<file path="src/rtl/mem_arbiter_if.sv">
// mem_arbiter_if: fetch, data and memory-side bus of the memory arbiter
interface mem_arbiter_if #(
  parameter int ADDR_WIDTH = 32,
  parameter int DATA_WIDTH = 32
);
  logic                  if_req;
  logic [ADDR_WIDTH-1:0] if_addr;
  logic [DATA_WIDTH-1:0] if_rdata;
  logic                  if_valid;
  logic                  dm_read;
  logic                  dm_write;
  logic [ADDR_WIDTH-1:0] dm_addr;
  logic [DATA_WIDTH-1:0] dm_wdata;
  logic [2:0]            dm_mode;
  logic [DATA_WIDTH-1:0] dm_rdata;
  logic                  dm_valid;
  logic                  stall;
  logic                  mem_req;
  logic                  mem_we;
  logic [ADDR_WIDTH-1:0] mem_addr;
  logic [DATA_WIDTH-1:0] mem_wdata;
  logic [2:0]            mem_mode;
  logic [DATA_WIDTH-1:0] mem_rdata;
  modport master (
    input  if_req, if_addr, dm_read, dm_write, dm_addr, dm_wdata, dm_mode, mem_rdata,
    output if_rdata, if_valid, dm_rdata, dm_valid, stall, mem_req, mem_we, mem_addr, mem_wdata, mem_mode
  );
  modport slave (
    output if_req, if_addr, dm_read, dm_write, dm_addr, dm_wdata, dm_mode, mem_rdata,
    input  if_rdata, if_valid, dm_rdata, dm_valid, stall, mem_req, mem_we, mem_addr, mem_wdata, mem_mode
  );
endinterface

</file>
<file path="src/rtl/mem_arbiter.sv">
// mem_arbiter: shares one memory port between fetch and data (data first), stalling until all accesses finish
module mem_arbiter #(
  parameter int ADDR_WIDTH = 32,
  parameter int DATA_WIDTH = 32,
  parameter int LATENCY    = 2
) (
  input logic           clk,
  input logic           rst_n,
  mem_arbiter_if.master bus
);
  localparam int CW = $clog2(LATENCY + 1);
  typedef enum logic [1:0] {IDLE, ISSUE, WAIT, DONE} state_t;
  state_t                state_q, state_d;
  logic                  d_pend_q, d_pend_d, i_pend_q, i_pend_d;
  logic                  sel_q, sel_d;
  logic [CW-1:0]         cnt_q, cnt_d;
  logic                  mem_req_q, mem_req_d, mem_we_q, mem_we_d;
  logic [ADDR_WIDTH-1:0] mem_addr_q, mem_addr_d;
  logic [DATA_WIDTH-1:0] mem_wdata_q, mem_wdata_d;
  logic [2:0]            mem_mode_q, mem_mode_d;
  logic [DATA_WIDTH-1:0] if_rdata_q, if_rdata_d, dm_rdata_q, dm_rdata_d;
  logic                  any_req, other;
  logic                  stall;
  assign any_req = bus.if_req | bus.dm_read | bus.dm_write;
  assign other   = sel_q ? i_pend_q : d_pend_q;
  assign bus.stall     = stall;
  assign bus.mem_req   = mem_req_q;
  assign bus.mem_we    = mem_we_q;
  assign bus.mem_addr  = mem_addr_q;
  assign bus.mem_wdata = mem_wdata_q;
  assign bus.mem_mode  = mem_mode_q;
  assign bus.if_rdata  = if_rdata_q;
  assign bus.dm_rdata  = dm_rdata_q;
  assign bus.if_valid  = (state_q == DONE) & ~sel_q;
  assign bus.dm_valid  = (state_q == DONE) & sel_q;
  // Next state, pending flags, counter, read capture and the one-cycle memory strobe (sel = 1 means data port)
  always_comb begin
    state_d     = state_q;
    d_pend_d    = d_pend_q;
    i_pend_d    = i_pend_q;
    sel_d       = sel_q;
    cnt_d       = cnt_q;
    mem_req_d   = 1'b0;
    mem_we_d    = mem_we_q;
    mem_addr_d  = mem_addr_q;
    mem_wdata_d = mem_wdata_q;
    mem_mode_d  = mem_mode_q;
    if_rdata_d  = if_rdata_q;
    dm_rdata_d  = dm_rdata_q;
    stall       = 1'b0;
    case (state_q)
      IDLE: begin
        stall = any_req;
        if (any_req) begin
          d_pend_d = bus.dm_read | bus.dm_write;
          i_pend_d = bus.if_req;
          sel_d    = bus.dm_read | bus.dm_write;
          state_d  = ISSUE;
        end
      end
      ISSUE: begin
        stall   = 1'b1;
        cnt_d   = CW'(LATENCY);
        state_d = mem_we_q ? DONE : WAIT;
      end
      WAIT: begin
        stall = 1'b1;
        cnt_d = cnt_q - 1'b1;
        if (cnt_q == CW'(1)) begin
          if_rdata_d = sel_q ? if_rdata_q : bus.mem_rdata;
          dm_rdata_d = sel_q ? bus.mem_rdata : dm_rdata_q;
          state_d    = DONE;
        end
      end
      DONE: begin
        stall    = other;
        d_pend_d = sel_q ? 1'b0 : d_pend_q;
        i_pend_d = sel_q ? i_pend_q : 1'b0;
        sel_d    = other ? ~sel_q : sel_q;
        state_d  = other ? ISSUE : IDLE;
      end
    endcase
    if (state_d == ISSUE) begin
      mem_req_d   = 1'b1;
      mem_we_d    = sel_d & bus.dm_write;
      mem_addr_d  = sel_d ? bus.dm_addr : bus.if_addr;
      mem_wdata_d = sel_d ? bus.dm_wdata : mem_wdata_q;
      mem_mode_d  = sel_d ? bus.dm_mode : 3'b010;
    end
  end
  // State and output registers; reset abandons any in-flight access
  always_ff @(posedge clk or negedge rst_n) begin
    if (!rst_n) begin
      state_q     <= IDLE;
      d_pend_q    <= 1'b0;
      i_pend_q    <= 1'b0;
      sel_q       <= 1'b0;
      cnt_q       <= '0;
      mem_req_q   <= 1'b0;
      mem_we_q    <= 1'b0;
      mem_addr_q  <= '0;
      mem_wdata_q <= '0;
      mem_mode_q  <= '0;
      if_rdata_q  <= '0;
      dm_rdata_q  <= '0;
    end else begin
      state_q     <= state_d;
      d_pend_q    <= d_pend_d;
      i_pend_q    <= i_pend_d;
      sel_q       <= sel_d;
      cnt_q       <= cnt_d;
      mem_req_q   <= mem_req_d;
      mem_we_q    <= mem_we_d;
      mem_addr_q  <= mem_addr_d;
      mem_wdata_q <= mem_wdata_d;
      mem_mode_q  <= mem_mode_d;
      if_rdata_q  <= if_rdata_d;
      dm_rdata_q  <= dm_rdata_d;
    end
  end
endmodule

</file>
<file path="src/flat_wrapper.sv">
// flat-port wrapper written by rule: the top's interface ports become plain ports
module mem_arbiter_flat 
#(
  parameter int ADDR_WIDTH = 32,
  parameter int DATA_WIDTH = 32,
  parameter int LATENCY    = 2
)
  (clk, rst_n, bus_if_req, bus_if_addr, bus_dm_read, bus_dm_write, bus_dm_addr, bus_dm_wdata, bus_dm_mode, bus_mem_rdata, bus_if_rdata, bus_if_valid, bus_dm_rdata, bus_dm_valid, bus_stall, bus_mem_req, bus_mem_we, bus_mem_addr, bus_mem_wdata, bus_mem_mode);
  mem_arbiter_if #(.ADDR_WIDTH(ADDR_WIDTH), .DATA_WIDTH(DATA_WIDTH)) bus_i ();
  input logic clk;
  input logic rst_n;
  input wire logic [$bits(bus_i.if_req)-1:0] bus_if_req;
  input wire logic [$bits(bus_i.if_addr)-1:0] bus_if_addr;
  input wire logic [$bits(bus_i.dm_read)-1:0] bus_dm_read;
  input wire logic [$bits(bus_i.dm_write)-1:0] bus_dm_write;
  input wire logic [$bits(bus_i.dm_addr)-1:0] bus_dm_addr;
  input wire logic [$bits(bus_i.dm_wdata)-1:0] bus_dm_wdata;
  input wire logic [$bits(bus_i.dm_mode)-1:0] bus_dm_mode;
  input wire logic [$bits(bus_i.mem_rdata)-1:0] bus_mem_rdata;
  output wire logic [$bits(bus_i.if_rdata)-1:0] bus_if_rdata;
  output wire logic [$bits(bus_i.if_valid)-1:0] bus_if_valid;
  output wire logic [$bits(bus_i.dm_rdata)-1:0] bus_dm_rdata;
  output wire logic [$bits(bus_i.dm_valid)-1:0] bus_dm_valid;
  output wire logic [$bits(bus_i.stall)-1:0] bus_stall;
  output wire logic [$bits(bus_i.mem_req)-1:0] bus_mem_req;
  output wire logic [$bits(bus_i.mem_we)-1:0] bus_mem_we;
  output wire logic [$bits(bus_i.mem_addr)-1:0] bus_mem_addr;
  output wire logic [$bits(bus_i.mem_wdata)-1:0] bus_mem_wdata;
  output wire logic [$bits(bus_i.mem_mode)-1:0] bus_mem_mode;
  assign bus_i.if_req = bus_if_req;
  assign bus_i.if_addr = bus_if_addr;
  assign bus_i.dm_read = bus_dm_read;
  assign bus_i.dm_write = bus_dm_write;
  assign bus_i.dm_addr = bus_dm_addr;
  assign bus_i.dm_wdata = bus_dm_wdata;
  assign bus_i.dm_mode = bus_dm_mode;
  assign bus_i.mem_rdata = bus_mem_rdata;
  assign bus_if_rdata = bus_i.if_rdata;
  assign bus_if_valid = bus_i.if_valid;
  assign bus_dm_rdata = bus_i.dm_rdata;
  assign bus_dm_valid = bus_i.dm_valid;
  assign bus_stall = bus_i.stall;
  assign bus_mem_req = bus_i.mem_req;
  assign bus_mem_we = bus_i.mem_we;
  assign bus_mem_addr = bus_i.mem_addr;
  assign bus_mem_wdata = bus_i.mem_wdata;
  assign bus_mem_mode = bus_i.mem_mode;
  mem_arbiter #(.ADDR_WIDTH(ADDR_WIDTH), .DATA_WIDTH(DATA_WIDTH), .LATENCY(LATENCY)) u_core (.clk(clk), .rst_n(rst_n), .bus(bus_i));
endmodule
</file>
<file path="config.mk">
export PLATFORM = sky130hd
export DESIGN_NAME = mem_arbiter_flat
export DESIGN_NICKNAME = d
export VERILOG_FILES = /design/src/rtl/mem_arbiter_if.sv /design/src/rtl/mem_arbiter.sv /design/src/flat_wrapper.sv
export SDC_FILE = /design/constraint.sdc
export NUM_CORES = 1
export LEC_CHECK = 0
export ABC_CLOCK_PERIOD_IN_PS = 2800
export CAP_MARGIN = 40
export CELL_PAD_IN_SITES_DETAIL_PLACEMENT = 0
export CELL_PAD_IN_SITES_GLOBAL_PLACEMENT = 1
export CORE_MARGIN = 2
export CORE_UTILIZATION = 48
export CTS_CLUSTER_DIAMETER = 60
export DETAILED_ROUTE_END_ITERATION = 10
export DONT_BUFFER_PORTS = 1
export PLACE_DENSITY_LB_ADDON = 0.1
export SETUP_SLACK_MARGIN = 0.2
export SLEW_MARGIN = 30
export SYNTH_ARGS = -nofsm -noshare
export SYNTH_HDL_FRONTEND = slang
export SYNTH_SLANG_ARGS = --single-unit
</file>
<file path="constraint.sdc">
create_clock -name clk -period 2.8 [get_ports clk]
set_input_delay 0.56 -clock clk [delete_from_list [all_inputs] [get_ports clk]]
set_output_delay 0.56 -clock clk [all_outputs]
set_load 0.005 [all_outputs]
</file>
==> out/metrics.csv, run 1 <==
metric,value,unit
status,"finished, violations left",
violations,"design-rule violations, negative hold slack",
synth.distinct_cells,35,
drv_slew,0,
coreArea,11500,µm²
ctsLongestPathBuffers,2,
clkTransAtPathRegs,0.06,ns
cts_tree,yes,
synthToLayoutAreaGrowth,10.7,%
cap_violations,0,
layout_min_cycle_time,2.46,ns
clock_sinks,140,
p_leak,2.79,nW
peakVddDrop,906,µV
vias,3351,
worst-path-buf-inv,2,
area.sequential,3500,µm²
multiInputGateArea,2050,µm²
io_buffers,0,
reg2reg_depth,8,
die_w,113,µm
period_share,87.9,%
synthArstFlopShare,100,%
fin_ws,0.340,ns
detailedRoute.firstIterationViolations,231,
holdCritPathClass,primary input to asynchronous set/reset pin,
initial_core_util,49.8,%
holdWs,-0.162,ns
required,3.10,ns
cpPeakStageDelay,0.46,ns
core.rowCount,39,
max_freq,407,MHz
synth_edf_count,0,
fp.dieH,113,µm
setup-tns-final,0,ns
ant_nets,0,
syn_nets,579,
post_cts_resized,0,
slew_headroom,69.9,%
post_cts_buffers,0,
worst_clock_skew,0.00836,ns
grtUsageTotal,19.6,%
gp_congestion,0.837,
worst_pin_slew,0.452,ns
drc,18,
cp_num_cells,8,
ios,272,
antenna_found_initial,0,
avgSynthCellArea,13.1,µm²
p_per_area,1380,nW/µm²
synth-seq-area-share,61.1,%
syn-cell-area,5730,µm²
drt-total-wl,12.2,mm
ys.flop_type,dfrtp_1,
diodes,0,
grt_setup_unrepaired,no,
setup-violations-final,0,
synth_cells,438,
final.fill_count,940,
path_class,flip-flop to flip-flop,
nets,579,
insertion_delay,0.42,ns
wl_per_cell,20.5,µm
cp_max_fo,30,
routed_via_density,5.66,
drive_gt1_share,28.1,%
start_kind,flip-flop,
hpwl,8.51,mm
grt_max_degree,141,
die_area,12800,µm²
grt.overflow.total,0,
critical_path.endpoint_type,flip-flop,
grt_pass1_vias,3473,
ys_ff_latch,140,
htree_levels,4,
critical_path.slowest_cell,or3_1,
grt_pass1_wl,19.0,mm
cp_data_arrival_time,2.76,ns
crit_chain,inv_1 > ha_1 > nor4b_2 > and2_1 > or3_1 > nor2_8 > buf_12 > mux2_2,
numCtsBuffers,17,
clockRootBuffer,clkbuf_16,
hold_viol,140,
pre_cts_ws,0.348,ns
yosysWarnings,0,
cp_top_family,simple AND/OR/NAND/NOR gates,
first_pass_iters,7,
==> state kept, by name (all words and copies together) (netlist names) <==
name,flops
u_core.state_q,2
u_core.cnt_q,2
u_core.i_pend_q,1
u_core.bus.mem_mode,3
u_core.bus.mem_wdata,32
u_core.bus.mem_addr,32
u_core.bus.if_rdata,32
u_core.sel_q,1
u_core.bus.mem_we,1
u_core.bus.dm_rdata,32
u_core.d_pend_q,1
u_core.bus.mem_req,1
==> routing by layer <==
layer	vias to the layer above	routed length (µm)	track usage [%]
li1	1511	-	-
met1	1637	4500	22.3
met2	185	5900	31.0
met3	18	1490	10.4
met4	0	267	8.37
met5	-	0	0
==> power by group <==
part | internal, mW | switching, mW | total [mW]
Combinational | 1.41 | 1.46 | 2.87
Clock | 1.20 | 0.794 | 1.99
Sequential | 3.07 | 0.837 | 3.91
Total | 5.69 | 3.09 | 8.78
==> placed cells by master (no fill, tap or decap), drive strengths merged, types with 2 or more instances in the layout <==
master and instances:
nand2 67, nor2b 2, clkbuf 22, dfrtp 140, and2 2, mux2 97
a21oi 4, clkinv 4, nor2 37, clkinvlp 3, o31ai 3, nand3 2
inv 7, ha 5, buf 6, a22o 3, a31oi 32
==> worst paths after layout <==
kind	from	to	slack, ns
max	u_core.state_q[0]	u_core.bus.mem_wdata[31]	0.34
min in group clk	bus_if_req	u_core.i_pend_q	0.26
max in group asynchronous	rst_n	u_core.bus.mem_addr[20]	2.73
max reg2reg	u_core.state_q[0]	u_core.bus.mem_wdata[31]	0.34
min	rst_n	u_core.bus.mem_wdata[11]	-0.16
min reg2reg	u_core.cnt_q[0]	u_core.cnt_q[0]	0.49
==> kinds of logic (layout without fill, tap and decap cells) <==
| kind of cell | Yosys count | count (layout) | share of synthesized area (%) |
|---|---|---|---|
| simple gates | 116 | 116 | 8.58 |
| mux | 98 | 98 | 20.6 |
| fa+ha+maj | 5 | 5 | 1.09 |
| buf+inv | 32 | 43 | 3.17 |
| flops | 140 | 140 | 61.1 |
| compound gates | 47 | 47 | 5.41 |
==> layout make-up <==
type                       count  share of cell area, %
inverter                       7                  0.414
tap                          143                   2.82
clock inverter                 8                   1.14
clock buffer                  22                   7.00
sequential                   140                   55.2
multi-input combinational    266                   32.3
timing repair buffer           6                   1.10
==> cells in the mapped netlist (2+ instances only) <==
| cell | n | share of area (%) |
|---|---|---|
| dfrtp_1 | 140 | 61 |
| and2_1 | 2 | 0.22 |
| mux2_1 | 6 | 1.2 |
| nand3_1 | 2 | 0.17 |
| a31oi_1 | 32 | 3.5 |
| clkbuf_1 | 7 | 0.46 |
| inv_1 | 6 | 0.39 |
| ha_1 | 5 | 1.1 |
| buf_12 | 2 | 0.70 |
| buf_6 | 2 | 0.39 |
| buf_1 | 5 | 0.33 |
| nor2_1 | 36 | 2.4 |
| o31ai_1 | 3 | 0.39 |
| a21oi_1 | 4 | 0.35 |
| a22o_1 | 3 | 0.46 |
| nand2_1 | 67 | 4.4 |
| mux2_2 | 70 | 14 |
| nor2b_1 | 2 | 0.22 |
| buf_2 | 8 | 0.70 |
| mux2_4 | 21 | 5.5 |
==> through the flow <==
stage          util, %  hold slack, ns  power [mW]  std cells  cell area [µm²]
2_1_floorplan        -           0.264        6.22        438             5730
5_1_grt           55.1          -0.191        9.40        592             6340
4_1_cts           55.1          -0.188        8.90        592             6340
3_5_place_dp      50.6           0.267        6.89        562             5820
6_report          55.1          -0.162        8.78        592             6340
3_3_place_gp      50.6           0.267        6.76        562             5820
Power figures use the tool's default switching activity.
==> run 2: changes to the inputs <==
- CORE_MARGIN: 2 -> default
==> run 2 against run 1 <==
The flow still finishes with violations (design-rule violations, negative hold slack). Largest power group unchanged. Critical endpoint is now u_core.bus.mem_wdata[14]. Largest cell class unchanged. Critical path depth unchanged. Utilization increased by 1.4 points. Sequential cell count unchanged. Critical path type unchanged. Wire length increased by 0.40%. First-iteration DRC count increased by 4.8%.
==> out/metrics.csv, run 2 (synthesized netlist as in run 1, its figures left out) <==
metric,value,unit
grt_pass1_vias,3552,
cts_tree,yes,
place_area,5830,µm²
worst_pin_slew,0.458,ns
routed_via_density,5.54,
grtUsageTotal,20.7,%
grt_setup_unrepaired,no,
crit_chain,inv_1 > ha_1 > o21a_1 > a211oi_2 > or3_1 > nor2_8 > buf_12 > mux2_4,
slew_headroom,69.5,%
detailedRoute.firstIterationViolations,242,
hold_viol,140,
grt_max_degree,141,
grt.overflow.total,0,
holdCritPathClass,primary input to asynchronous set/reset pin,
core.rowCount,39,
post-route-util,56.5,%
nets,583,
placed_cells,563,
antenna_found_initial,0,
final_common_cell,dfrtp_1,
die_w,111,µm
start_kind,flip-flop,
worst_clock_skew,0.00635,ns
die_area,12400,µm²
critical_path.slowest_cell,or3_1,
final.fill_count,960,
initial_core_util,49.8,%
path_class,flip-flop to flip-flop,
layout_min_cycle_time,2.37,ns
p_leak,2.87,nW
wl_per_cell,20.4,µm
peakVddDrop,677,µV
final_cells,598,
cpPeakStageDelay,0.51,ns
gp_congestion,0.826,
diodes,0,
hpwl,8.53,mm
ios,272,
drc,34,
pre_cts_ws,0.270,ns
period_share,84.5,%
first_pass_iters,7,
vias,3311,
fp.dieH,111,µm
max_freq,422,MHz
cp_max_fo,20,
required,3.09,ns
p_per_area,1420,nW/µm²
io_buffers,0,
clkTransAtPathRegs,0.06,ns
cap_violations,0,
violations,"design-rule violations, negative hold slack",
coreArea,11500,µm²
fin_ws,0.433,ns
drive_gt1_share,30.5,%
mostFrequentLayoutCells,"dfrtp_1 (140), mux2_2 (70), nand2_1 (67)",
ant_nets,0,
drv_slew,0,
synthToLayoutAreaGrowth,13.5,%
finalPower,9.26,mW
ctsLongestPathBuffers,2,
holdWs,-0.164,ns
critical_path.endpoint_type,flip-flop,
setup-violations-final,0,
htree_levels,4,
drt-total-wl,12.2,mm
numCtsBuffers,17,
clockRootBuffer,clkbuf_16,
clock_sinks,140,
cp_data_arrival_time,2.66,ns
status,"finished, violations left",
insertion_delay,0.42,ns
postLayoutCellArea,6500,µm²
setup-tns-final,0,ns
grt_pass1_wl,19.4,mm
run 2: final timing paths:
path                              startpoint                        to  slack (ns)  cells after the start
max                        u_core.state_q[0]  u_core.bus.mem_wdata[14]        0.43                      8
min                                    rst_n   u_core.bus.mem_wdata[2]       -0.16                      0
max reg2reg                u_core.state_q[0]  u_core.bus.mem_wdata[14]        0.43                      8
min reg2reg                  u_core.cnt_q[0]           u_core.cnt_q[0]        0.50                      1
max in group asynchronous              rst_n   u_core.bus.mem_addr[28]        2.77                      0
min in group clk                  bus_if_req           u_core.i_pend_q        0.26                      2
run 2: report_power, final:
| group | leakage (nW) | switching [mW] | total [mW] | internal, mW |
|---|---|---|---|---|
| Combinational | 0.943 | 1.47 | 2.94 | 1.47 |
| Clock | 0.305 | 0.837 | 2.42 | 1.58 |
| Sequential | 1.62 | 0.831 | 3.90 | 3.07 |
| Total | 2.87 | 3.14 | 9.26 | 6.12 |
run 2: per-layer routing:
layer | wire, µm | GRT usage [%] | part of all wire (%) | up-vias
li1 | - | - | - | 1515
met1 | 4420 | 22.6 | 36 | 1601
met4 | 224 | 8.02 | 1.8 | 0
met5 | 0 | 0 | 0 | -
met3 | 1400 | 9.68 | 11 | 17
met2 | 6170 | 34.8 | 50 | 178
run 2: timing repair:
item / in CTS / in global routing
gates resized for setup: 0 / 2
hold endpoints to repair: 140 / 140
setup buffers: 0 / 3
setup endpoints to repair: 0 / 51
run 2: layout make-up:
class / count / area, µm² / area share (%)
sequential: 140 / 3500 / 53.9
multi-input combinational: 266 / 2050 / 31.5
clock buffer: 17 / 425 / 6.54
clock inverter: 15 / 221 / 3.40
tap: 143 / 179 / 2.75
timing repair buffer: 10 / 100 / 1.54
inverter: 7 / 26.3 / 0.404
run 2: worst max-delay path, delay by kind of cell, from the launching register on:
kind / cells / cell delay (ns)
adder cells (fa/ha/maj): 1 / 0.25
flip-flops: 1 / 0.41
AND/OR/NAND/NOR: 2 / 0.72
buffers and inverters: 2 / 0.32
AO/OA/AOI/OAI: 2 / 0.22
multiplexers: 1 / 0.32
==> run 3: changes to the inputs <==
- ABC_CLOCK_PERIOD_IN_PS: 2800 -> 1900
- CORE_UTILIZATION: 48 -> 43
- clock period: 2.8 -> 1.9 ns (I/O delays scaled with it)
==> run 3 against run 2 <==
The flow finishes with violations (negative hold slack, negative setup slack). Maximum frequency increased by 10%. Critical path depth up 1. First-iteration DRC count shrank 47%. Critical path type unchanged. Largest cell class unchanged. Largest power group is now combinational cells.
==> out/metrics.csv, run 3 (synthesized netlist as in run 1, its figures left out) <==
metric,value,unit
status,"finished, violations left",
violations,"negative hold slack, negative setup slack",
grt_pass1_wl,21.3,mm
reg2reg_to,u_core.bus.mem_wdata[20],
endpoint,u_core.bus.mem_wdata[20],
r2r_slack,-0.25,ns
vias,3663,
first_pass_iters,4,
ant_nets,0,
grt.overflow.total,0,
final.fill_count,1025,
setup-violations-final,71,
mostFrequentLayoutCells,"dfrtp_1 (140), nand2_1 (67), mux2_4 (56)",
slew_headroom,79.1,%
drv_slew,0,
worst_clock_skew,0.0106,ns
cp-startpoint,u_core.state_q[0],
grt_max_degree,141,
clock_sinks,140,
period_share,113,%
holdWs,-0.341,ns
clockPowerShare,20.2,%
p_per_area,2270,nW/µm²
hpwl,8.74,mm
routed_via_density,5.40,
worst_pin_slew,0.309,ns
place_area,6170,µm²
grtUsageTotal,20.4,%
swShare,33.0,%
coreArea,12800,µm²
synthToLayoutAreaGrowth,34.4,%
gp_congestion,0.738,
reg2reg_from,u_core.state_q[0],
clkTransAtPathRegs,0.06,ns
nets,634,
start_kind,flip-flop,
path_class,flip-flop to flip-flop,
insertion_delay,0.42,ns
cp_data_arrival_time,2.45,ns
die_area,13800,µm²
numCtsBuffers,17,
clockRootBuffer,clkbuf_16,
area.sequential,3500,µm²
wl_per_cell,21.0,µm
cts_tree,yes,
postLayoutCellArea,7700,µm²
htree_levels,4,
holdCritPathClass,primary input to asynchronous set/reset pin,
p_int,11.7,mW
die_w,117,µm
fin_ws,-0.253,ns
core.rowCount,41,
setup-tns-final,-13.35,ns
io_buffers,0,
initial_core_util,44.7,%
drive_gt1_share,43.3,%
hold_viol,140,
critical_path.endpoint_type,flip-flop,
switching_power,5.76,mW
detailedRoute.firstIterationViolations,128,
ios,272,
fp.dieH,117,µm
antenna_found_initial,0,
drc,0,
grt_pass1_vias,3877,
peakVddDrop,1070,µV
cp_max_fo,7,
final_common_cell,dfrtp_1,
multiInputGateArea,2400,µm²
diodes,0,
p_seq_share,33.0,%
layout_min_cycle_time,2.15,ns
max_freq,464,MHz
cap_violations,0,
grt_setup_unrepaired,yes,
required,2.20,ns
p_comb_share,46.9,%
reg2reg_depth,9,
drt-total-wl,14.2,mm
ctsLongestPathBuffers,2,
p_leak,3.47,nW
-- run 3: changes by cell type in the layout (fill, tap and decap cells not counted), sizes merged --
cell	change
buf	+46
bufinv	-1
clkinvlp	-1
bufbuf	+1
clkbuf	+9
clkinv	-3
-- run 3: layout make-up --
class | instances | area share [%]
Multi-Input combinational cell | 266 | 31.2
Clock inverter | 10 | 2.10
Tap cell | 172 | 2.79
Inverter | 7 | 0.568
Timing Repair Buffer | 61 | 11.7
Clock buffer | 22 | 6.16
Sequential cell | 140 | 45.5
-- run 3: power by group through the flow --
stage / combinational (mW) / sequential, mW / clock, mW
3_5_place_dp: 5.15 / 5.78 / 0
4_1_cts: 7.01 / 5.76 / 3.60
5_1_grt: 8.84 / 5.93 / 3.75
3_3_place_gp: 4.97 / 5.78 / 0
6_report: 8.20 / 5.77 / 3.53
2_1_floorplan: 4.20 / 5.39 / 0
-- run 3: worst min-delay path by stage --
| stage | from | end | slack [ns] | cells past startpoint |
|---|---|---|---|---|
| detailed placement | rst_n | u_core.bus.if_rdata[8] | 0.09 | 0 |
| global placement | rst_n | u_core.bus.if_rdata[8] | 0.09 | 0 |
| finish | rst_n | u_core.bus.if_rdata[8] | -0.34 | 0 |
| CTS | rst_n | u_core.bus.dm_rdata[14] | -0.36 | 0 |
| global route | rst_n | u_core.bus.dm_rdata[15] | -0.38 | 0 |
| floorplan | rst_n | u_core.bus.dm_rdata[0] | 0.08 | 0 |
-- run 3: per-stage QoR --
step / util, % / hold slack [ns] / worst slack, ns / instances / power (mW)
final: 60.1 / -0.341 / -0.253 / 678 / 17.5
after global routing: 60.1 / -0.378 / -0.343 / 678 / 18.5
after CTS: 56.7 / -0.364 / -0.244 / 667 / 16.4
after detailed placement: 48.1 / 0.0877 / -0.320 / 617 / 10.9
after global placement: 48.1 / 0.0873 / -0.284 / 617 / 10.7
after floorplan: - / 0.0844 / -0.259 / 438 / 9.59
-- run 3: critical path: stages (launching register included) --
cell     delay (ns)
dfrtp_1        0.40
inv_2          0.09
ha_4           0.17
nor4b_4        0.13
and2_4         0.13
or3_4          0.37
nor2_8         0.19
buf_12         0.14
buf_16         0.12
mux2_4         0.29
-- run 3: per-layer routing --
metal / share of wire, % / global-route usage (%) / vias up
met5: 0 / 0 / -
met3: 9.7 / 9.73 / 26
li1: - / - / 1627
met1: 37 / 22.4 / 1838
met2: 52 / 33.2 / 172
met4: 2.1 / 9.25 / 0
-- run 3: repair_timing --
action / CTS / global route
cloned: 8 / 5
endpoints found under the setup margin: 81 / 100
pin swaps: 5 / 4
resized for setup: 43 / 49
setup buffers: 10 / 6
endpoints found under the hold margin: 140 / 140
